`src/rtl/sc_statemachineplayer_if.sv`:
```
// Frog player controller bus: active-low buttons in, register strobes,
// position, lives and game status out. master = stimulus side, slave = controller.
interface sc_statemachineplayer_if #(
    parameter int ROWS = 8,
    parameter int COLS = 8
);
    logic                      SC_STATEMACHINEPLAYER_startButton_InLow;
    logic                      SC_STATEMACHINEPLAYER_upButton_InLow;
    logic                      SC_STATEMACHINEPLAYER_downButton_InLow;
    logic                      SC_STATEMACHINEPLAYER_leftButton_InLow;
    logic                      SC_STATEMACHINEPLAYER_rightButton_InLow;
    logic                      SC_STATEMACHINEPLAYER_Losing_InLow;
    logic                      SC_STATEMACHINEPLAYER_clear_OutLow;
    logic                      SC_STATEMACHINEPLAYER_loadUp_OutLow;
    logic                      SC_STATEMACHINEPLAYER_loadDown_OutLow;
    logic [1:0]                SC_STATEMACHINEPLAYER_shiftselection_Out;
    logic [$clog2(ROWS)-1:0]   SC_STATEMACHINEPLAYER_row_Out;
    logic [$clog2(COLS)-1:0]   SC_STATEMACHINEPLAYER_col_Out;
    logic [3:0]                SC_STATEMACHINEPLAYER_lives_Out;
    logic                      SC_STATEMACHINEPLAYER_win_OutHigh;
    logic                      SC_STATEMACHINEPLAYER_gameOver_OutHigh;

    modport master (
        output SC_STATEMACHINEPLAYER_startButton_InLow,
        output SC_STATEMACHINEPLAYER_upButton_InLow,
        output SC_STATEMACHINEPLAYER_downButton_InLow,
        output SC_STATEMACHINEPLAYER_leftButton_InLow,
        output SC_STATEMACHINEPLAYER_rightButton_InLow,
        output SC_STATEMACHINEPLAYER_Losing_InLow,
        input  SC_STATEMACHINEPLAYER_clear_OutLow,
        input  SC_STATEMACHINEPLAYER_loadUp_OutLow,
        input  SC_STATEMACHINEPLAYER_loadDown_OutLow,
        input  SC_STATEMACHINEPLAYER_shiftselection_Out,
        input  SC_STATEMACHINEPLAYER_row_Out,
        input  SC_STATEMACHINEPLAYER_col_Out,
        input  SC_STATEMACHINEPLAYER_lives_Out,
        input  SC_STATEMACHINEPLAYER_win_OutHigh,
        input  SC_STATEMACHINEPLAYER_gameOver_OutHigh
    );

    modport slave (
        input  SC_STATEMACHINEPLAYER_startButton_InLow,
        input  SC_STATEMACHINEPLAYER_upButton_InLow,
        input  SC_STATEMACHINEPLAYER_downButton_InLow,
        input  SC_STATEMACHINEPLAYER_leftButton_InLow,
        input  SC_STATEMACHINEPLAYER_rightButton_InLow,
        input  SC_STATEMACHINEPLAYER_Losing_InLow,
        output SC_STATEMACHINEPLAYER_clear_OutLow,
        output SC_STATEMACHINEPLAYER_loadUp_OutLow,
        output SC_STATEMACHINEPLAYER_loadDown_OutLow,
        output SC_STATEMACHINEPLAYER_shiftselection_Out,
        output SC_STATEMACHINEPLAYER_row_Out,
        output SC_STATEMACHINEPLAYER_col_Out,
        output SC_STATEMACHINEPLAYER_lives_Out,
        output SC_STATEMACHINEPLAYER_win_OutHigh,
        output SC_STATEMACHINEPLAYER_gameOver_OutHigh
    );
endinterface

```
`src/rtl/sc_statemachineplayer.sv`:
```
// Frog player controller: turns active-low buttons into one-cycle register
// strobes, tracks row/col with edge blocking, lives, win and game over.
// Ports: SC_STATEMACHINEPLAYER_CLOCK_50, SC_STATEMACHINEPLAYER_RESET_InLow
// (async, active low), bus (sc_statemachineplayer_if.slave: buttons,
// Losing in; clear/loadUp/loadDown/shiftselection strobes, row, col,
// lives, win, gameOver out).
// Optional hold-repeat: define SC_STATEMACHINEPLAYER_AUTOREPEAT_EN.
module sc_statemachineplayer #(
    parameter int ROWS          = 8,
    parameter int COLS          = 8,
    parameter int LIVES         = 3,
    parameter int REPEAT_CYCLES = 12_500_000
) (
    input  logic                         SC_STATEMACHINEPLAYER_CLOCK_50,
    input  logic                         SC_STATEMACHINEPLAYER_RESET_InLow,
    sc_statemachineplayer_if.slave       bus
);
    localparam int RW = $clog2(ROWS);
    localparam int CW = $clog2(COLS);
    localparam logic [CW-1:0] COL_MID  = CW'(COLS / 2);
    localparam logic [CW-1:0] COL_LAST = CW'(COLS - 1);
    localparam logic [RW-1:0] ROW_PRE  = RW'(ROWS - 2);
    localparam logic [3:0]    LIVES_I  = 4'(LIVES);

    if (ROWS < 3) begin : g_bad_rows
        $error("sc_statemachineplayer: ROWS must be >= 3");
    end
    if (COLS < 2) begin : g_bad_cols
        $error("sc_statemachineplayer: COLS must be >= 2");
    end
    if (LIVES < 1 || LIVES > 15) begin : g_bad_lives
        $error("sc_statemachineplayer: LIVES must be 1..15");
    end
    if (REPEAT_CYCLES < 1) begin : g_bad_rpt
        $error("sc_statemachineplayer: REPEAT_CYCLES must be >= 1");
    end

    typedef enum logic [3:0] {
        S_RESET, S_IDLE, S_INIT, S_CHECK, S_UP, S_DOWN,
        S_LEFT, S_RIGHT, S_HOLD, S_HIT, S_WIN, S_GAMEOVER
    } state_e;

    state_e        state_q, state_d;
    logic [RW-1:0] row_q, row_d;
    logic [CW-1:0] col_q, col_d;
    logic [3:0]    lives_q, lives_d;

    logic start_n, up_n, down_n, left_n, right_n, lose_n;
    logic any_move, any_btn;

    assign start_n  = bus.SC_STATEMACHINEPLAYER_startButton_InLow;
    assign up_n     = bus.SC_STATEMACHINEPLAYER_upButton_InLow;
    assign down_n   = bus.SC_STATEMACHINEPLAYER_downButton_InLow;
    assign left_n   = bus.SC_STATEMACHINEPLAYER_leftButton_InLow;
    assign right_n  = bus.SC_STATEMACHINEPLAYER_rightButton_InLow;
    assign lose_n   = bus.SC_STATEMACHINEPLAYER_Losing_InLow;
    assign any_move = !(up_n && down_n && left_n && right_n);
    assign any_btn  = any_move || !start_n;

`ifdef SC_STATEMACHINEPLAYER_AUTOREPEAT_EN
    localparam int RCW = $clog2(REPEAT_CYCLES + 1);
    localparam logic [RCW-1:0] RPT_LAST = RCW'(REPEAT_CYCLES - 1);
    logic [RCW-1:0] rpt_q, rpt_d;
    logic           rpt_fire;

    // Zero outside HOLD, so every HOLD entry starts a fresh interval.
    always_comb begin
        rpt_d = '0;
        if (state_q == S_HOLD && any_move) rpt_d = rpt_q + 1'b1;
    end
    assign rpt_fire = any_move && (rpt_q == RPT_LAST);

    always_ff @(posedge SC_STATEMACHINEPLAYER_CLOCK_50 or
                negedge SC_STATEMACHINEPLAYER_RESET_InLow) begin
        if (!SC_STATEMACHINEPLAYER_RESET_InLow) rpt_q <= '0;
        else                                    rpt_q <= rpt_d;
    end
`else
    logic rpt_fire;
    assign rpt_fire = 1'b0;
`endif

    always_ff @(posedge SC_STATEMACHINEPLAYER_CLOCK_50 or
                negedge SC_STATEMACHINEPLAYER_RESET_InLow) begin
        if (!SC_STATEMACHINEPLAYER_RESET_InLow) begin
            state_q <= S_RESET;
            row_q   <= '0;
            col_q   <= COL_MID;
            lives_q <= LIVES_I;
        end else begin
            state_q <= state_d;
            row_q   <= row_d;
            col_q   <= col_d;
            lives_q <= lives_d;
        end
    end

    always_comb begin
        state_d = state_q;
        row_d   = row_q;
        col_d   = col_q;
        lives_d = lives_q;
        unique case (state_q)
            S_RESET: state_d = S_IDLE;
            S_IDLE:  if (!start_n) state_d = S_INIT;
            S_INIT: begin
                row_d   = '0;
                col_d   = COL_MID;
                state_d = S_HOLD;
            end
            S_CHECK: begin
                // Blocked moves fall through and stay in CHECK.
                if (!lose_n)                          state_d = S_HIT;
                else if (!start_n)                    state_d = S_INIT;
                else if (!up_n)                       state_d = S_UP;
                else if (!down_n)  begin
                    if (row_q != '0)                  state_d = S_DOWN;
                end else if (!left_n) begin
                    if (col_q != '0)                  state_d = S_LEFT;
                end else if (!right_n) begin
                    if (col_q != COL_LAST)            state_d = S_RIGHT;
                end
            end
            S_UP: begin
                row_d   = row_q + 1'b1;
                state_d = (row_q == ROW_PRE) ? S_WIN : S_HOLD;
            end
            S_DOWN: begin
                row_d   = row_q - 1'b1;
                state_d = S_HOLD;
            end
            S_LEFT: begin
                col_d   = col_q - 1'b1;
                state_d = S_HOLD;
            end
            S_RIGHT: begin
                col_d   = col_q + 1'b1;
                state_d = S_HOLD;
            end
            S_HOLD: begin
                if (!lose_n)       state_d = S_HIT;
                else if (rpt_fire) state_d = S_CHECK;
                else if (!any_btn) state_d = S_CHECK;
            end
            S_HIT: begin
                if (lives_q != 4'd0) lives_d = lives_q - 4'd1;
                state_d = (lives_q <= 4'd1) ? S_GAMEOVER : S_INIT;
            end
            S_WIN: state_d = S_INIT;
            S_GAMEOVER: begin
                if (!start_n) begin
                    lives_d = LIVES_I;
                    state_d = S_INIT;
                end
            end
            default: state_d = S_RESET;
        endcase
    end

    always_comb begin
        bus.SC_STATEMACHINEPLAYER_clear_OutLow       = 1'b1;
        bus.SC_STATEMACHINEPLAYER_loadUp_OutLow      = 1'b1;
        bus.SC_STATEMACHINEPLAYER_loadDown_OutLow    = 1'b1;
        bus.SC_STATEMACHINEPLAYER_shiftselection_Out = 2'b11;
        bus.SC_STATEMACHINEPLAYER_win_OutHigh        = 1'b0;
        bus.SC_STATEMACHINEPLAYER_gameOver_OutHigh   = 1'b0;
        unique case (state_q)
            S_RESET, S_INIT: bus.SC_STATEMACHINEPLAYER_clear_OutLow = 1'b0;
            S_UP:    bus.SC_STATEMACHINEPLAYER_loadUp_OutLow   = 1'b0;
            S_DOWN:  bus.SC_STATEMACHINEPLAYER_loadDown_OutLow = 1'b0;
            S_LEFT:  bus.SC_STATEMACHINEPLAYER_shiftselection_Out = 2'b01;
            S_RIGHT: bus.SC_STATEMACHINEPLAYER_shiftselection_Out = 2'b10;
            S_WIN: begin
                bus.SC_STATEMACHINEPLAYER_win_OutHigh  = 1'b1;
                bus.SC_STATEMACHINEPLAYER_clear_OutLow = 1'b0;
            end
            S_GAMEOVER: bus.SC_STATEMACHINEPLAYER_gameOver_OutHigh = 1'b1;
            default: ;
        endcase
    end

    assign bus.SC_STATEMACHINEPLAYER_row_Out   = row_q;
    assign bus.SC_STATEMACHINEPLAYER_col_Out   = col_q;
    assign bus.SC_STATEMACHINEPLAYER_lives_Out = lives_q;
endmodule

```
`src/flat_wrapper.sv`:
```
// flat-port wrapper written by rule: the top's interface ports become plain ports
module sc_statemachineplayer_flat 
#(
    parameter int ROWS          = 8,
    parameter int COLS          = 8,
    parameter int LIVES         = 3,
    parameter int REPEAT_CYCLES = 12_500_000
)
  (SC_STATEMACHINEPLAYER_CLOCK_50, SC_STATEMACHINEPLAYER_RESET_InLow, bus_SC_STATEMACHINEPLAYER_startButton_InLow, bus_SC_STATEMACHINEPLAYER_upButton_InLow, bus_SC_STATEMACHINEPLAYER_downButton_InLow, bus_SC_STATEMACHINEPLAYER_leftButton_InLow, bus_SC_STATEMACHINEPLAYER_rightButton_InLow, bus_SC_STATEMACHINEPLAYER_Losing_InLow, bus_SC_STATEMACHINEPLAYER_clear_OutLow, bus_SC_STATEMACHINEPLAYER_loadUp_OutLow, bus_SC_STATEMACHINEPLAYER_loadDown_OutLow, bus_SC_STATEMACHINEPLAYER_shiftselection_Out, bus_SC_STATEMACHINEPLAYER_row_Out, bus_SC_STATEMACHINEPLAYER_col_Out, bus_SC_STATEMACHINEPLAYER_lives_Out, bus_SC_STATEMACHINEPLAYER_win_OutHigh, bus_SC_STATEMACHINEPLAYER_gameOver_OutHigh);
  sc_statemachineplayer_if #(.ROWS(ROWS), .COLS(COLS)) bus_i ();
  input  logic SC_STATEMACHINEPLAYER_CLOCK_50;
  input  logic SC_STATEMACHINEPLAYER_RESET_InLow;
  input wire logic [$bits(bus_i.SC_STATEMACHINEPLAYER_startButton_InLow)-1:0] bus_SC_STATEMACHINEPLAYER_startButton_InLow;
  input wire logic [$bits(bus_i.SC_STATEMACHINEPLAYER_upButton_InLow)-1:0] bus_SC_STATEMACHINEPLAYER_upButton_InLow;
  input wire logic [$bits(bus_i.SC_STATEMACHINEPLAYER_downButton_InLow)-1:0] bus_SC_STATEMACHINEPLAYER_downButton_InLow;
  input wire logic [$bits(bus_i.SC_STATEMACHINEPLAYER_leftButton_InLow)-1:0] bus_SC_STATEMACHINEPLAYER_leftButton_InLow;
  input wire logic [$bits(bus_i.SC_STATEMACHINEPLAYER_rightButton_InLow)-1:0] bus_SC_STATEMACHINEPLAYER_rightButton_InLow;
  input wire logic [$bits(bus_i.SC_STATEMACHINEPLAYER_Losing_InLow)-1:0] bus_SC_STATEMACHINEPLAYER_Losing_InLow;
  output wire logic [$bits(bus_i.SC_STATEMACHINEPLAYER_clear_OutLow)-1:0] bus_SC_STATEMACHINEPLAYER_clear_OutLow;
  output wire logic [$bits(bus_i.SC_STATEMACHINEPLAYER_loadUp_OutLow)-1:0] bus_SC_STATEMACHINEPLAYER_loadUp_OutLow;
  output wire logic [$bits(bus_i.SC_STATEMACHINEPLAYER_loadDown_OutLow)-1:0] bus_SC_STATEMACHINEPLAYER_loadDown_OutLow;
  output wire logic [$bits(bus_i.SC_STATEMACHINEPLAYER_shiftselection_Out)-1:0] bus_SC_STATEMACHINEPLAYER_shiftselection_Out;
  output wire logic [$bits(bus_i.SC_STATEMACHINEPLAYER_row_Out)-1:0] bus_SC_STATEMACHINEPLAYER_row_Out;
  output wire logic [$bits(bus_i.SC_STATEMACHINEPLAYER_col_Out)-1:0] bus_SC_STATEMACHINEPLAYER_col_Out;
  output wire logic [$bits(bus_i.SC_STATEMACHINEPLAYER_lives_Out)-1:0] bus_SC_STATEMACHINEPLAYER_lives_Out;
  output wire logic [$bits(bus_i.SC_STATEMACHINEPLAYER_win_OutHigh)-1:0] bus_SC_STATEMACHINEPLAYER_win_OutHigh;
  output wire logic [$bits(bus_i.SC_STATEMACHINEPLAYER_gameOver_OutHigh)-1:0] bus_SC_STATEMACHINEPLAYER_gameOver_OutHigh;
  assign bus_i.SC_STATEMACHINEPLAYER_startButton_InLow = bus_SC_STATEMACHINEPLAYER_startButton_InLow;
  assign bus_i.SC_STATEMACHINEPLAYER_upButton_InLow = bus_SC_STATEMACHINEPLAYER_upButton_InLow;
  assign bus_i.SC_STATEMACHINEPLAYER_downButton_InLow = bus_SC_STATEMACHINEPLAYER_downButton_InLow;
  assign bus_i.SC_STATEMACHINEPLAYER_leftButton_InLow = bus_SC_STATEMACHINEPLAYER_leftButton_InLow;
  assign bus_i.SC_STATEMACHINEPLAYER_rightButton_InLow = bus_SC_STATEMACHINEPLAYER_rightButton_InLow;
  assign bus_i.SC_STATEMACHINEPLAYER_Losing_InLow = bus_SC_STATEMACHINEPLAYER_Losing_InLow;
  assign bus_SC_STATEMACHINEPLAYER_clear_OutLow = bus_i.SC_STATEMACHINEPLAYER_clear_OutLow;
  assign bus_SC_STATEMACHINEPLAYER_loadUp_OutLow = bus_i.SC_STATEMACHINEPLAYER_loadUp_OutLow;
  assign bus_SC_STATEMACHINEPLAYER_loadDown_OutLow = bus_i.SC_STATEMACHINEPLAYER_loadDown_OutLow;
  assign bus_SC_STATEMACHINEPLAYER_shiftselection_Out = bus_i.SC_STATEMACHINEPLAYER_shiftselection_Out;
  assign bus_SC_STATEMACHINEPLAYER_row_Out = bus_i.SC_STATEMACHINEPLAYER_row_Out;
  assign bus_SC_STATEMACHINEPLAYER_col_Out = bus_i.SC_STATEMACHINEPLAYER_col_Out;
  assign bus_SC_STATEMACHINEPLAYER_lives_Out = bus_i.SC_STATEMACHINEPLAYER_lives_Out;
  assign bus_SC_STATEMACHINEPLAYER_win_OutHigh = bus_i.SC_STATEMACHINEPLAYER_win_OutHigh;
  assign bus_SC_STATEMACHINEPLAYER_gameOver_OutHigh = bus_i.SC_STATEMACHINEPLAYER_gameOver_OutHigh;
  sc_statemachineplayer #(.ROWS(ROWS), .COLS(COLS), .LIVES(LIVES), .REPEAT_CYCLES(REPEAT_CYCLES)) u_core (.SC_STATEMACHINEPLAYER_CLOCK_50(SC_STATEMACHINEPLAYER_CLOCK_50), .SC_STATEMACHINEPLAYER_RESET_InLow(SC_STATEMACHINEPLAYER_RESET_InLow), .bus(bus_i));
endmodule
```
`config.mk`:
```
export PLATFORM = sky130hd
export DESIGN_NAME = sc_statemachineplayer_flat
export DESIGN_NICKNAME = d
export VERILOG_FILES = /design/src/rtl/sc_statemachineplayer_if.sv /design/src/rtl/sc_statemachineplayer.sv /design/src/flat_wrapper.sv
export SDC_FILE = /design/constraint.sdc
export NUM_CORES = 1
export LEC_CHECK = 0
export CAP_MARGIN = 20
export CORE_MARGIN = 2
export CORE_UTILIZATION = 30
export CTS_CLUSTER_DIAMETER = 200
export CTS_CLUSTER_SIZE = 12
export DETAILED_ROUTE_END_ITERATION = 6
export GPL_TIMING_DRIVEN = 0
export HOLD_SLACK_MARGIN = 0.05
export SYNTH_ARGS = -nofsm -noshare
export SYNTH_HDL_FRONTEND = slang
export SYNTH_SLANG_ARGS = --single-unit
```
`constraint.sdc`:
```
create_clock -name SC_STATEMACHINEPLAYER_CLOCK_50 -period 2.26 [get_ports SC_STATEMACHINEPLAYER_CLOCK_50]
set_input_delay 0.452 -clock SC_STATEMACHINEPLAYER_CLOCK_50 [delete_from_list [all_inputs] [get_ports SC_STATEMACHINEPLAYER_CLOCK_50]]
set_output_delay 0.452 -clock SC_STATEMACHINEPLAYER_CLOCK_50 [all_outputs]
set_load 0.02 [all_outputs]
```
== Word-level counts from Yosys, hierarchy flattened ==
Index checks and enable logic that the tools add are counted.

* Register bits after elaboration: 14
* Bits of input ports: 8
* Output and inout port bits: 17
* Word-level logic and storage cells: 75

* Add/subtract/negate cells: 5
* Magnitude comparators: 1
* Equality and inequality tests: 21
* Multiplexer cells: 26
* Reductions and logical operators: 18

{| class="wikitable"
|+ Operator list
! cell !! number
|-
| $mux W4 || 15
|-
| $pmux W4 S8 || 1
|-
| $pmux W3 S3 || 2
|-
| $eq A4 B3 Y1 const B || 4
|-
| $eq A4 B4 Y1 const B || 4
|-
| $ne A7 B6 Y1 const B || 2
|-
| $reduce_bool A3 Y1 || 4
|-
| $eq A4 B2 Y1 const B || 2
|-
| $pmux W4 S2 || 1
|-
| $ne A7 B7 Y1 const B || 1
|-
| $add A3 B1 Y3 const B || 2
|-
| $ne A3 B3 Y1 const B || 2
|-
| $ne A6 B5 Y1 const B || 1
|-
| $reduce_and A6 Y1 || 1
|-
| $sub A3 B1 Y3 const B || 2
|-
| $mux W1 || 5
|-
| $eq A4 B1 Y1 const B || 1
|-
| $le A4 B1 Y1 const B || 1
|-
| $logic_not A4 Y1 || 1
|-
| $ne A2 B2 Y1 const B || 2
|-
| $pmux W2 S2 || 1
|-
| $reduce_bool A4 Y1 || 1
|-
| $reduce_or A4 Y1 || 1
|-
| $sub A4 B1 Y4 const B || 1
|-
| 10 further kinds || 13
|}

== Logic depth before layout (Yosys ltp) ==
Gate-level depths: netlist of the first run.

* Depth in word-level cells: 9
* Mapped depth: 9
* Gate-level depth less buffers: 8

== Worst setup path after synthesis of the first run ==
Ideal clock, no wire load.

* Path type: reg2reg
* Start: reg u_core.state_q[2]
* End: reg u_core.row_q[2], in the netlist u_core.bus.SC_STATEMACHINEPLAYER_row_Out[2]
* Setup time: 0.120 ns
* Arrival time: 1.874 ns
* Data required time: 2.140 ns
* Slack: 0.266 ns
* Cell stages (with the launch flop): 8
* Buffers on the path: 1
* Period minus slack after synthesis: 1.994 ns
* Cells stage by stage: dfrtp_1 buf_2 inv_1 or3_1 fa_1 xnor2_1 nand3_1 o211a_1

* Longest elaborated chain between the ends: 2
* Elaborated cells on any way between the ends: 5
* Classes of those cells: eq/ne (3); mux (1); reduce/logical (1)

{| class="wikitable"
|+ RTL lines
! element !! line !! text
|-
| from (decl) || sc_statemachineplayer.sv:43 || <nowiki>state_e state_q, state_d;</nowiki>
|-
| from (signal assigned) || sc_statemachineplayer.sv:91 || <nowiki>state_q <= state_d;</nowiki>
|-
| $eq A4 B3 Y1 or $eq A4 B2 Y1 (tied branches) || sc_statemachineplayer.sv:103 || <nowiki>unique case (state_q)</nowiki>
|-
| $pmux W3 S3 or $reduce_bool A3 Y1 (tied branches) || n/a ||
|-
| to (signal assigned) || sc_statemachineplayer.sv:92 || <nowiki>row_q <= row_d;</nowiki>
|-
| to (decl) || sc_statemachineplayer.sv:44 || <nowiki>logic [RW-1:0] row_q, row_d;</nowiki>
|}

Parallel ways exist; a longest one is shown, timed or not.
A chain may end at the register's enable or synchronous reset.

== Final worst setup path of the first run ==
* Start: reg u_core.state_q[2]
* End: out bus_SC_STATEMACHINEPLAYER_loadDown_OutLow

* Longest elaborated chain between the ends: 2

{| class="wikitable"
|+ RTL lines
! element !! line !! text
|-
| $eq A4 B3 Y1 || sc_statemachineplayer.sv:167 || <nowiki>unique case (state_q)</nowiki>
|-
| $mux W1 || sc_statemachineplayer.sv:167 ||
|-
| to (decl) || flat_wrapper.sv:21 || <nowiki>output wire logic [$bits(bus_i.SC_STATEMACHINEPLAYER_loadDown_OutLow)-1:0] bus_SC_STATEMACHINEPLAYER_loadDown_ ...</nowiki>
|}

No other way between the ends.

==> results of run 1 <==
## cells by family (layout without fill, tap and decap cells)
family | Yosys count | after routing | synth area share
and+or+nand+nor | 59 | 59 | 0.313
AOI/OAI and AO/OA | 31 | 31 | 0.198
buffers and inverters | 18 | 46 | 0.0760
DFF | 14 | 14 | 0.321
adders and majority gates | 4 | 4 | 0.0590
xor gates and xnor gates | 3 | 3 | 0.0238
muxes | 1 | 1 | 0.00907
## what timing repair did
action / CTS / global route
endpoints found under the setup margin: 5 / 3
endpoints found under the hold margin: 0 / 0
gates resized for setup: 6 / 3
setup buffers: 0 / 0
## sequential cells by signal, indices dropped and copies added (netlist names)
| signal | flops |
|---|---|
| u_core.state_q | 4 |
| u_core.bus.SC_STATEMACHINEPLAYER_col_Out | 3 |
| u_core.bus.SC_STATEMACHINEPLAYER_row_Out | 3 |
| u_core.bus.SC_STATEMACHINEPLAYER_lives_Out | 4 |
## layer usage
layer,vias up,wire (um),part of all wire
met3,4,158,0.057
met2,33,1290,0.46
li1,520,-,-
met1,496,1310,0.47
met4,0,19,0.0068
met5,-,0,0
## report_power, final
group | internal (uW) | switching (uW)
clock network | 125 | 100
registers | 351 | 97.4
logic | 496 | 597
total | 972 | 794
## worst paths after layout
path                                                                     from                                             to  slack (ns)  cells after the start
worst max-delay path                                        u_core.state_q[2]      bus_SC_STATEMACHINEPLAYER_loadDown_OutLow        0.12                      4
worst min-delay path            u_core.bus.SC_STATEMACHINEPLAYER_lives_Out[0]  u_core.bus.SC_STATEMACHINEPLAYER_lives_Out[0]        0.56                      1
worst max register to register                              u_core.state_q[2]    u_core.bus.SC_STATEMACHINEPLAYER_row_Out[2]        0.23                      7
worst min register to register  u_core.bus.SC_STATEMACHINEPLAYER_lives_Out[0]  u_core.bus.SC_STATEMACHINEPLAYER_lives_Out[0]        0.56                      1
max in group asynchronous                   SC_STATEMACHINEPLAYER_RESET_InLow                              u_core.state_q[3]        1.22                      1
min in group asynchronous                   SC_STATEMACHINEPLAYER_RESET_InLow    u_core.bus.SC_STATEMACHINEPLAYER_row_Out[0]        0.60                      1
## area by class of cell
cell class                 instances  area [um2]
buffer                             6        41.3
clock buffer                       4        45.0
fill                             367        2140
inverter                          12        45.0
multi-input combinational         98         673
sequential                        14         354
tap                               48        60.1
timing repair buffer              24         245
## metrics by stage
step,worst slack (ns),hold WS (ns),std cells
floorplan,0.266,0.156,130
CTS,0.0389,0.562,206
global route,0.0239,0.604,206
detailed placement,0.0939,0.547,202
global placement,0.0663,0.536,202
finish,0.116,0.555,206
## layout by cell type (no fill, tap or decap), drive strengths merged, types with 4 or more instances in the layout
cell	netlist	final
nand2	11	11
buf	4	4
nor3	7	7
clkbuf	2	6
o21ai	6	6
clkdlybuf4s50	0	19
nor2	14	14
nand2b	4	4
inv	12	12
dfrtp	11	11
a21oi	7	7
==> flow_metrics.env, run 1 <==
export IMPL_yosys_cell_types=49
export IMPL_number_of_global_route_vias_before_repair=969
export IMPL_grt_pass1_wl_um=4560
export IMPL_totalWireLength_um=2780
export IMPL_grt_met3_usage=0.0365
export IMPL_antenna_left=0
export IMPL_post_drt_via_cell_ratio=5.11
export IMPL_postSynth_topFlopCell="sky130_fd_sc_hd__dfrtp_1"
export IMPL_synth_area_per_cell_um2=8.49
export IMPL_clock_root_buffer="sky130_fd_sc_hd__clkbuf_8"
export IMPL_pwr_density_cell_mw_per_mm2=1210
export IMPL_drv_max_cap_violation_count=0
export IMPL_result_of_the_run="completed"
export IMPL_dpl_cell_area_mm2=0.00140
export IMPL_global_route_usage_total=0.140
export IMPL_critPathMaxFanout=10
export IMPL_cp_data_arrival_time_ns=1.69
export IMPL_count_of_warnings_emitted_by_yosys=0
export IMPL_max_vdd_ir_drop_uv=631
export IMPL_final_period_utilization=0.948
export IMPL_synth_common_cells="sky130_fd_sc_hd__nor2_1, sky130_fd_sc_hd__inv_1, sky130_fd_sc_hd__dfrtp_1, sky130_fd_sc_hd__nand2_1, sky130_fd_sc_hd__a21oi_1"
export IMPL_clock_transition_at_the_registers_of_the_reported_paths_ns=0.07
export IMPL_clock_tree_htree_level_count=1
export IMPL_gr_usage_met2=0.233
export IMPL_initial_antenna_violation_count=0
export IMPL_power_static_leakage_uw=0.000574
export IMPL_achievable_frequency_ghz=0.467
export IMPL_finish_utilization=0.406
export IMPL_die_h_um=64.7
export IMPL_report_final_setup_viol=0
export IMPL_yosysMostFrequentCell="sky130_fd_sc_hd__nor2_1"
export IMPL_yosysTopAreaCellShare=0.249
export IMPL_clk_insertion_delay_late_ns=0.25
export IMPL_place_hpwl_um=2100
export IMPL_mappedNetlistNets=142
export IMPL_fin_tns_setup_ns=0
export IMPL_synth_top_area_cell="sky130_fd_sc_hd__dfrtp_1"
export IMPL_critical_path_max_stage_delay_ns=0.41
export IMPL_initialDrtViolationCount=53
export IMPL_nets=171
export IMPL_final_layout_size_suffix_gt1_frac=0.146
export IMPL_ctsHoldBuffers=0
export IMPL_finalWeightedCongestion=0.866
export IMPL_clock_sink_count=14
export IMPL_ys_seq_area_frac=0.321
export IMPL_routed_wire_length_per_instance_um=13.5
export IMPL_maxSlewHeadroom=0.555
export IMPL_design_portCount=25
export IMPL_n_antenna_cell=0
export IMPL_io_buffers=24
export IMPL_cp_buffers_inverters=3
export IMPL_slowest_stage="sky130_fd_sc_hd__or3_1"
export IMPL_p_total_uw=1770
export IMPL_path_class="reg -> out"
export IMPL_total_number_of_vias=1053
export IMPL_grt_start_max_net_pins=15
export IMPL_worst_pin_slew_ns=0.665
export IMPL_initial_core_util=0.306
export IMPL_final_max_slew_violation_count=0
export IMPL_clk_path_buf_depth=2
export IMPL_busiest_layer="met2"
export IMPL_synthesis_stage_register_bit_count=14
export IMPL_detailedRoute_firstPassIterationCount=4
export IMPL_grtUsageMet1=0.184
export IMPL_fin_skew_ns=0.00801
export IMPL_cpLargestDelayFamily="buffers and inverters"
export IMPL_number_of_enable_flip_flop_cells_after_synthesis=0
export IMPL_total_congestion_overflow=0
export IMPL_hold_viol_final=0
export IMPL_drt_drc_violations_left=0
export IMPL_numCtsBuffers=3
export IMPL_area_growth_syn_to_layout_pct=32.7
export IMPL_tritoncts="done"
export IMPL_setup_worst_path_end_class="primary output"
export IMPL_timing_final_crit_period_ns=2.14
export IMPL_fp_row_count=22
export IMPL_synthesis_instances=130
export IMPL_worst_endpoint_required_ns=1.81
export IMPL_timing_hold_worst_class="reg -> reg"
export IMPL_die_width_um=64.7
export IMPL_async_flop_share=1.00
export IMPL_final_area_mm2=0.00146
export IMPL_synthesis_area_mm2=0.00110
export IMPL_die_area_mm2=0.00418
export IMPL_placeableCoreArea_mm2=0.00361
export IMPL_worst_setup_path_start_kind="register"
export IMPL_critical_path_cell_chain="buf_2, inv_1, or3_1, dlygate4sd2_1"
export IMPL_rsz0062_at_grt="false"
export IMPL_netlist_top_cells_area="sky130_fd_sc_hd__dfrtp_1, sky130_fd_sc_hd__dfstp_2, sky130_fd_sc_hd__nor2_1"
(Power assumes the default switching activity.)
==> run 2, diff against run 1 <==
Settings changed: GPL_ROUTABILITY_DRIVEN set to 0.
==> run 2 against run 1 <==
Register-to-register slack is essentially flat; first-iteration DRC count shrank 11%; combinational power hardly changed; routed wire length increased by 0.29%; clock power about the same; via count fell by 3.4%; cell area down 0.34%; setup slack lost 0.014 ns; sequential power is essentially flat; count of clock-buffer cells in the layout unchanged; largest power group unchanged.
==> flow_metrics.env, run 2 (synthesized netlist as in run 1, its figures left out) <==
export IMPL_worst_pin_slew_ns=0.666
export IMPL_power_static_leakage_uw=0.000570
export IMPL_detailedRoute_firstPassIterationCount=5
export IMPL_worst_setup_path_start_kind="register"
export IMPL_clock_root_buffer="sky130_fd_sc_hd__clkbuf_8"
export IMPL_drt_drc_violations_left=0
export IMPL_critPathMaxFanout=10
export IMPL_fp_row_count=22
export IMPL_clk_path_buf_depth=2
export IMPL_post_place_ws_ns=0.0968
export IMPL_hold_viol_final=0
export IMPL_path_class="reg -> out"
export IMPL_fin_skew_ns=0.0109
export IMPL_mostFrequentLayoutCell="sky130_fd_sc_hd__clkdlybuf4s50_1"
export IMPL_layout_cells_most_common_list="sky130_fd_sc_hd__clkdlybuf4s50_1, sky130_fd_sc_hd__nor2_1, sky130_fd_sc_hd__inv_1"
export IMPL_clock_tree_htree_level_count=1
export IMPL_setup_worst_path_end_class="primary output"
export IMPL_clock_sink_count=14
export IMPL_fin_tns_setup_ns=0
export IMPL_result_of_the_run="completed"
export IMPL_max_vdd_ir_drop_uv=529
export IMPL_total_number_of_vias=1017
export IMPL_totalWireLength_um=2790
export IMPL_nets=170
export IMPL_ctsHoldBuffers=0
export IMPL_routed_wire_length_per_instance_um=13.6
export IMPL_initial_antenna_violation_count=0
export IMPL_dpl_cell_area_mm2=0.00140
export IMPL_final_layout_size_suffix_gt1_frac=0.140
export IMPL_final_area_mm2=0.00146
export IMPL_io_buffers=24
export IMPL_finish_utilization=0.405
export IMPL_number_of_global_route_vias_before_repair=1027
export IMPL_post_drt_via_cell_ratio=4.96
export IMPL_p_total_uw=1760
export IMPL_placeableCoreArea_mm2=0.00361
export IMPL_clock_transition_at_the_registers_of_the_reported_paths_ns=0.07
export IMPL_cp_data_arrival_time_ns=1.71
export IMPL_report_final_setup_viol=0
export IMPL_maxSlewHeadroom=0.554
export IMPL_design_portCount=25
export IMPL_drv_max_cap_violation_count=0
export IMPL_total_congestion_overflow=0
export IMPL_die_h_um=64.7
export IMPL_final_period_utilization=0.954
export IMPL_area_growth_syn_to_layout_pct=32.2
export IMPL_die_area_mm2=0.00418
export IMPL_initialDrtViolationCount=47
export IMPL_timing_hold_worst_class="reg -> reg"
export IMPL_initial_core_util=0.306
export IMPL_achievable_frequency_ghz=0.464
export IMPL_layout_setup_ws_ns=0.103
export IMPL_tritoncts="done"
export IMPL_n_antenna_cell=0
export IMPL_grt_start_max_net_pins=18
export IMPL_place_hpwl_um=2080
export IMPL_pwr_density_cell_mw_per_mm2=1210
export IMPL_timing_final_crit_period_ns=2.16
export IMPL_antenna_left=0
export IMPL_die_width_um=64.7
export IMPL_grt_pass1_wl_um=4610
export IMPL_final_max_slew_violation_count=0
export IMPL_clk_insertion_delay_late_ns=0.25
export IMPL_worst_endpoint_required_ns=1.81
export IMPL_rsz0062_at_grt="false"
export IMPL_global_route_usage_total=0.139
export IMPL_numCtsBuffers=3
export IMPL_fill_cells=357
[run 2: stage by stage]
stage	cells	hold WS (ns)
CTS	205	0.564
global route	205	0.603
detailed placement	202	0.552
floorplan	130	0.156
global placement	202	0.535
finish	205	0.569
[run 2: what timing repair did]
| item | 4_1_cts | 5_1_grt |
|---|---|---|
| hold endpoints to repair | 0 | 0 |
| buffers inserted | 0 | 0 |
| setup endpoints to repair | 5 | 3 |
| gates resized for setup | 5 | 3 |
[run 2: power breakdown]
part	switching, uW	leakage (uW)	internal [uW]
clock network	97.0	0.0000228	125
logic	600	0.000370	490
registers	95.9	0.000177	351
total	793	0.000570	965
[run 2: worst max-delay path, cell delays in order, from the launching register on]
cell	delay, ns
sky130_fd_sc_hd__dfrtp_1	0.38
sky130_fd_sc_hd__buf_2	0.23
sky130_fd_sc_hd__inv_1	0.09
sky130_fd_sc_hd__or3_1	0.41
sky130_fd_sc_hd__dlygate4sd2_1	0.34
[run 2: per-layer routing]
| layer | global-route usage | wire [um] | up-vias |
|---|---|---|---|
| li1 | - | - | 519 |
| met1 | 0.174 | 1330 | 475 |
| met2 | 0.243 | 1320 | 23 |
| met3 | 0.0434 | 141 | 0 |
| met4 | 0.0160 | 0 | 0 |
| met5 | 0 | 0 | - |
[run 2: worst paths after layout]
check | from | end | slack [ns] | cells past startpoint
max in group asynchronous | SC_STATEMACHINEPLAYER_RESET_InLow | u_core.state_q[3] | 1.22 | 1
min in group asynchronous | SC_STATEMACHINEPLAYER_RESET_InLow | u_core.bus.SC_STATEMACHINEPLAYER_row_Out[0] | 0.60 | 1
min reg2reg | u_core.bus.SC_STATEMACHINEPLAYER_col_Out[2] | u_core.bus.SC_STATEMACHINEPLAYER_col_Out[2] | 0.57 | 2
min | u_core.bus.SC_STATEMACHINEPLAYER_col_Out[2] | u_core.bus.SC_STATEMACHINEPLAYER_col_Out[2] | 0.57 | 2
max | u_core.state_q[2] | bus_SC_STATEMACHINEPLAYER_loadDown_OutLow | 0.10 | 4
max reg2reg | u_core.state_q[2] | u_core.bus.SC_STATEMACHINEPLAYER_row_Out[2] | 0.22 | 7
[run 2: layout make-up]
cell class / count / area, um2 / share of cell area
multi-input cells: 98 / 673 / 0.461
flip-flops and latches: 14 / 354 / 0.243
repair buffers: 24 / 245 / 0.168
well taps: 48 / 60.1 / 0.0412
clock buffers: 4 / 45.0 / 0.0309
inverters: 12 / 45.0 / 0.0309
plain buffers: 5 / 36.3 / 0.0249
==> run 3, diff against run 2 <==
Settings changed: ABC_AREA set to 1, SETUP_SLACK_MARGIN set to 0.3.
==> run 3 against run 2 <==
Core utilization rose by 1.0 points; clock skew fell by 0.0076 ns; sequential power rose by 6.0%; fmax rose by 16%; sequential cell count did not move; cell area rose by 3.3%; largest cell class unchanged.
==> flow_metrics.env, run 3 <==
export IMPL_place_hpwl_um=2200
export IMPL_drv_max_cap_violation_count=0
export IMPL_initial_core_util=0.312
export IMPL_cp_data_arrival_time_ns=1.41
export IMPL_setup_reg_to_reg_worst_slack_ns=0.54
export IMPL_fin_skew_ns=0.00338
export IMPL_clk_insertion_delay_late_ns=0.25
export IMPL_number_of_enable_flip_flop_cells_after_synthesis=0
export IMPL_final_period_utilization=0.826
export IMPL_detailedRoute_firstPassIterationCount=4
export IMPL_initialDrtViolationCount=34
export IMPL_synthesis_instances=173
export IMPL_timing_hold_worst_class="reg -> reg"
export IMPL_total_number_of_vias=1141
export IMPL_netlist_top_cells_area="sky130_fd_sc_hd__dfrtp_1, sky130_fd_sc_hd__nand2_1, sky130_fd_sc_hd__nor2_1"
export IMPL_clk_path_buf_depth=2
export IMPL_report_final_setup_viol=0
export IMPL_placeableCoreArea_mm2=0.00363
export IMPL_setup_worst_path_end_class="primary output"
export IMPL_initial_antenna_violation_count=0
export IMPL_totalWireLength_um=2710
export IMPL_drt_drc_violations_left=0
export IMPL_fin_tns_setup_ns=0
export IMPL_pwr_density_cell_mw_per_mm2=1120
export IMPL_critPathMaxFanout=6
export IMPL_ctsHoldBuffers=0
export IMPL_synth_top_area_cell="sky130_fd_sc_hd__dfrtp_1"
export IMPL_worst_setup_path_start_kind="register"
export IMPL_layout_cells_most_common_list="sky130_fd_sc_hd__nand2_1, sky130_fd_sc_hd__nor2_1, sky130_fd_sc_hd__inv_1"
export IMPL_timing_final_crit_period_ns=1.87
export IMPL_design_portCount=25
export IMPL_result_of_the_run="completed"
export IMPL_die_area_mm2=0.00429
export IMPL_yosys_cell_types=24
export IMPL_worst_pin_slew_ns=0.703
export IMPL_critical_path_cell_chain="buf_4, nor2_1, nand2_1, dlygate4sd2_1"
export IMPL_synth_area_per_cell_um2=6.55
export IMPL_final_layout_size_suffix_gt1_frac=0.177
export IMPL_grt_start_max_net_pins=15
export IMPL_clock_root_buffer="sky130_fd_sc_hd__clkbuf_8"
export IMPL_cpLargestDelayFamily="buffers and inverters"
export IMPL_max_vdd_ir_drop_uv=429
export IMPL_synth_common_cells="sky130_fd_sc_hd__nand2_1, sky130_fd_sc_hd__nor2_1, sky130_fd_sc_hd__inv_1, sky130_fd_sc_hd__dfrtp_1, sky130_fd_sc_hd__nand3_1"
export IMPL_routed_wire_length_per_instance_um=10.8
export IMPL_clock_sink_count=14
export IMPL_die_h_um=65.5
export IMPL_nets=216
export IMPL_tritoncts="done"
export IMPL_post_drt_via_cell_ratio=4.55
export IMPL_critical_path_max_stage_delay_ns=0.44
export IMPL_grt_pass1_wl_um=4530
export IMPL_number_of_global_route_vias_before_repair=1041
export IMPL_achievable_frequency_ghz=0.536
export IMPL_global_route_usage_total=0.138
export IMPL_rsz0062_at_grt="false"
export IMPL_yosysMostFrequentCell="sky130_fd_sc_hd__nand2_1"
export IMPL_worst_endpoint_required_ns=1.81
export IMPL_antenna_left=0
export IMPL_slowest_stage="sky130_fd_sc_hd__dfrtp_2"
export IMPL_count_of_warnings_emitted_by_yosys=0
export IMPL_total_congestion_overflow=0
export IMPL_yosysTopAreaCellShare=0.243
export IMPL_ys_seq_area_frac=0.312
export IMPL_area_growth_syn_to_layout_pct=33.0
export IMPL_n_antenna_cell=0
export IMPL_fill_cells=410
export IMPL_clock_transition_at_the_registers_of_the_reported_paths_ns=0.06
export IMPL_hold_ws_ns=0.517
export IMPL_synthesis_stage_register_bit_count=14
export IMPL_mappedNetlistNets=185
export IMPL_clock_tree_htree_level_count=1
export IMPL_final_max_slew_violation_count=0
export IMPL_path_class="reg -> out"
export IMPL_maxSlewHeadroom=0.530
export IMPL_hold_viol_final=0
export IMPL_async_flop_share=1.00
export IMPL_numCtsBuffers=3
export IMPL_postSynth_topFlopCell="sky130_fd_sc_hd__dfrtp_1"
export IMPL_synthesis_area_mm2=0.00113
export IMPL_io_buffers=24
export IMPL_die_width_um=65.5
export IMPL_power_static_leakage_uw=0.000711
export IMPL_fp_row_count=22
export IMPL_mostFrequentLayoutCell="sky130_fd_sc_hd__nand2_1"
export IMPL_cp_buffers_inverters=2
==> run 3: metal layers <==
| layer | wire length (um) | GRT usage |
|---|---|---|
| met2 | 1290 | 0.228 |
| met5 | 0 | 0 |
| met1 | 1240 | 0.171 |
| met4 | 56 | 0.0547 |
| met3 | 117 | 0.0342 |
==> run 3: final cells by class <==
class | count | area, um2 | area share
Multi-Input combinational cell | 129 | 681 | 0.451
Clock buffer | 4 | 55.1 | 0.0365
Inverter | 30 | 114 | 0.0755
Sequential cell | 14 | 358 | 0.237
Timing Repair Buffer | 26 | 240 | 0.159
Tap cell | 48 | 60.1 | 0.0398
==> run 3: repair_timing <==
action,4_1_cts,5_1_grt
buffers inserted,0,2
endpoints found under the setup margin,7,3
pin swaps,0,1
resized for setup,13,7
==> run 3: worst paths after layout <==
kind,start,to,cells after the start
max,u_core.state_q[1],bus_SC_STATEMACHINEPLAYER_loadDown_OutLow,4
min,u_core.bus.SC_STATEMACHINEPLAYER_col_Out[0],u_core.bus.SC_STATEMACHINEPLAYER_col_Out[0],1
max reg2reg,u_core.state_q[1],u_core.bus.SC_STATEMACHINEPLAYER_row_Out[2],8
min reg2reg,u_core.bus.SC_STATEMACHINEPLAYER_col_Out[0],u_core.bus.SC_STATEMACHINEPLAYER_col_Out[0],1
max in group asynchronous,SC_STATEMACHINEPLAYER_RESET_InLow,u_core.state_q[3],1
min in group asynchronous,SC_STATEMACHINEPLAYER_RESET_InLow,u_core.bus.SC_STATEMACHINEPLAYER_row_Out[0],1
==> run 3: metrics by stage <==
| stage | setup WS, ns | instance area (um2) | std cells | util | total power (uW) |
|---|---|---|---|---|---|
| global route | 0.301 | 1510 | 251 | 0.415 | 1860 |
| global placement | 0.155 | 1430 | 245 | 0.395 | 1420 |
| floorplan | 0.549 | 1130 | 173 | - | 1110 |
| detailed placement | 0.180 | 1430 | 245 | 0.395 | 1430 |
| CTS | 0.235 | 1490 | 249 | 0.411 | 1690 |
| finish | 0.393 | 1510 | 251 | 0.415 | 1700 |
==> run 3: worst register-to-register path, stage by stage (launching register included) <==
cell and delay (ns):
sky130_fd_sc_hd__dfrtp_2 0.44, sky130_fd_sc_hd__buf_4 0.14, sky130_fd_sc_hd__nor2_1 0.14, sky130_fd_sc_hd__nand2_1 0.11
sky130_fd_sc_hd__fa_1 0.38, sky130_fd_sc_hd__xor2_1 0.19, sky130_fd_sc_hd__nand2_1 0.07, sky130_fd_sc_hd__nand2_1 0.06
sky130_fd_sc_hd__o22ai_1 0.07
==> run 3: power breakdown <==
group          internal (uW)  total (uW)  switching (uW)  leakage [uW]
Sequential               363         474             111      0.000174
Clock                    155         253            98.3     0.0000288
Combinational            380         968             588      0.000508
==> run 3: logic make-up after synthesis <==
kind of cell,Yosys count,synth area share
XOR/XNOR,3,0.0232
buffers and inverters,30,0.100
AO/OA/AOI/OAI,16,0.0784
flip-flops,14,0.312
adder cells (fa/ha/maj),4,0.0574
AND/OR/NAND/NOR,106,0.428
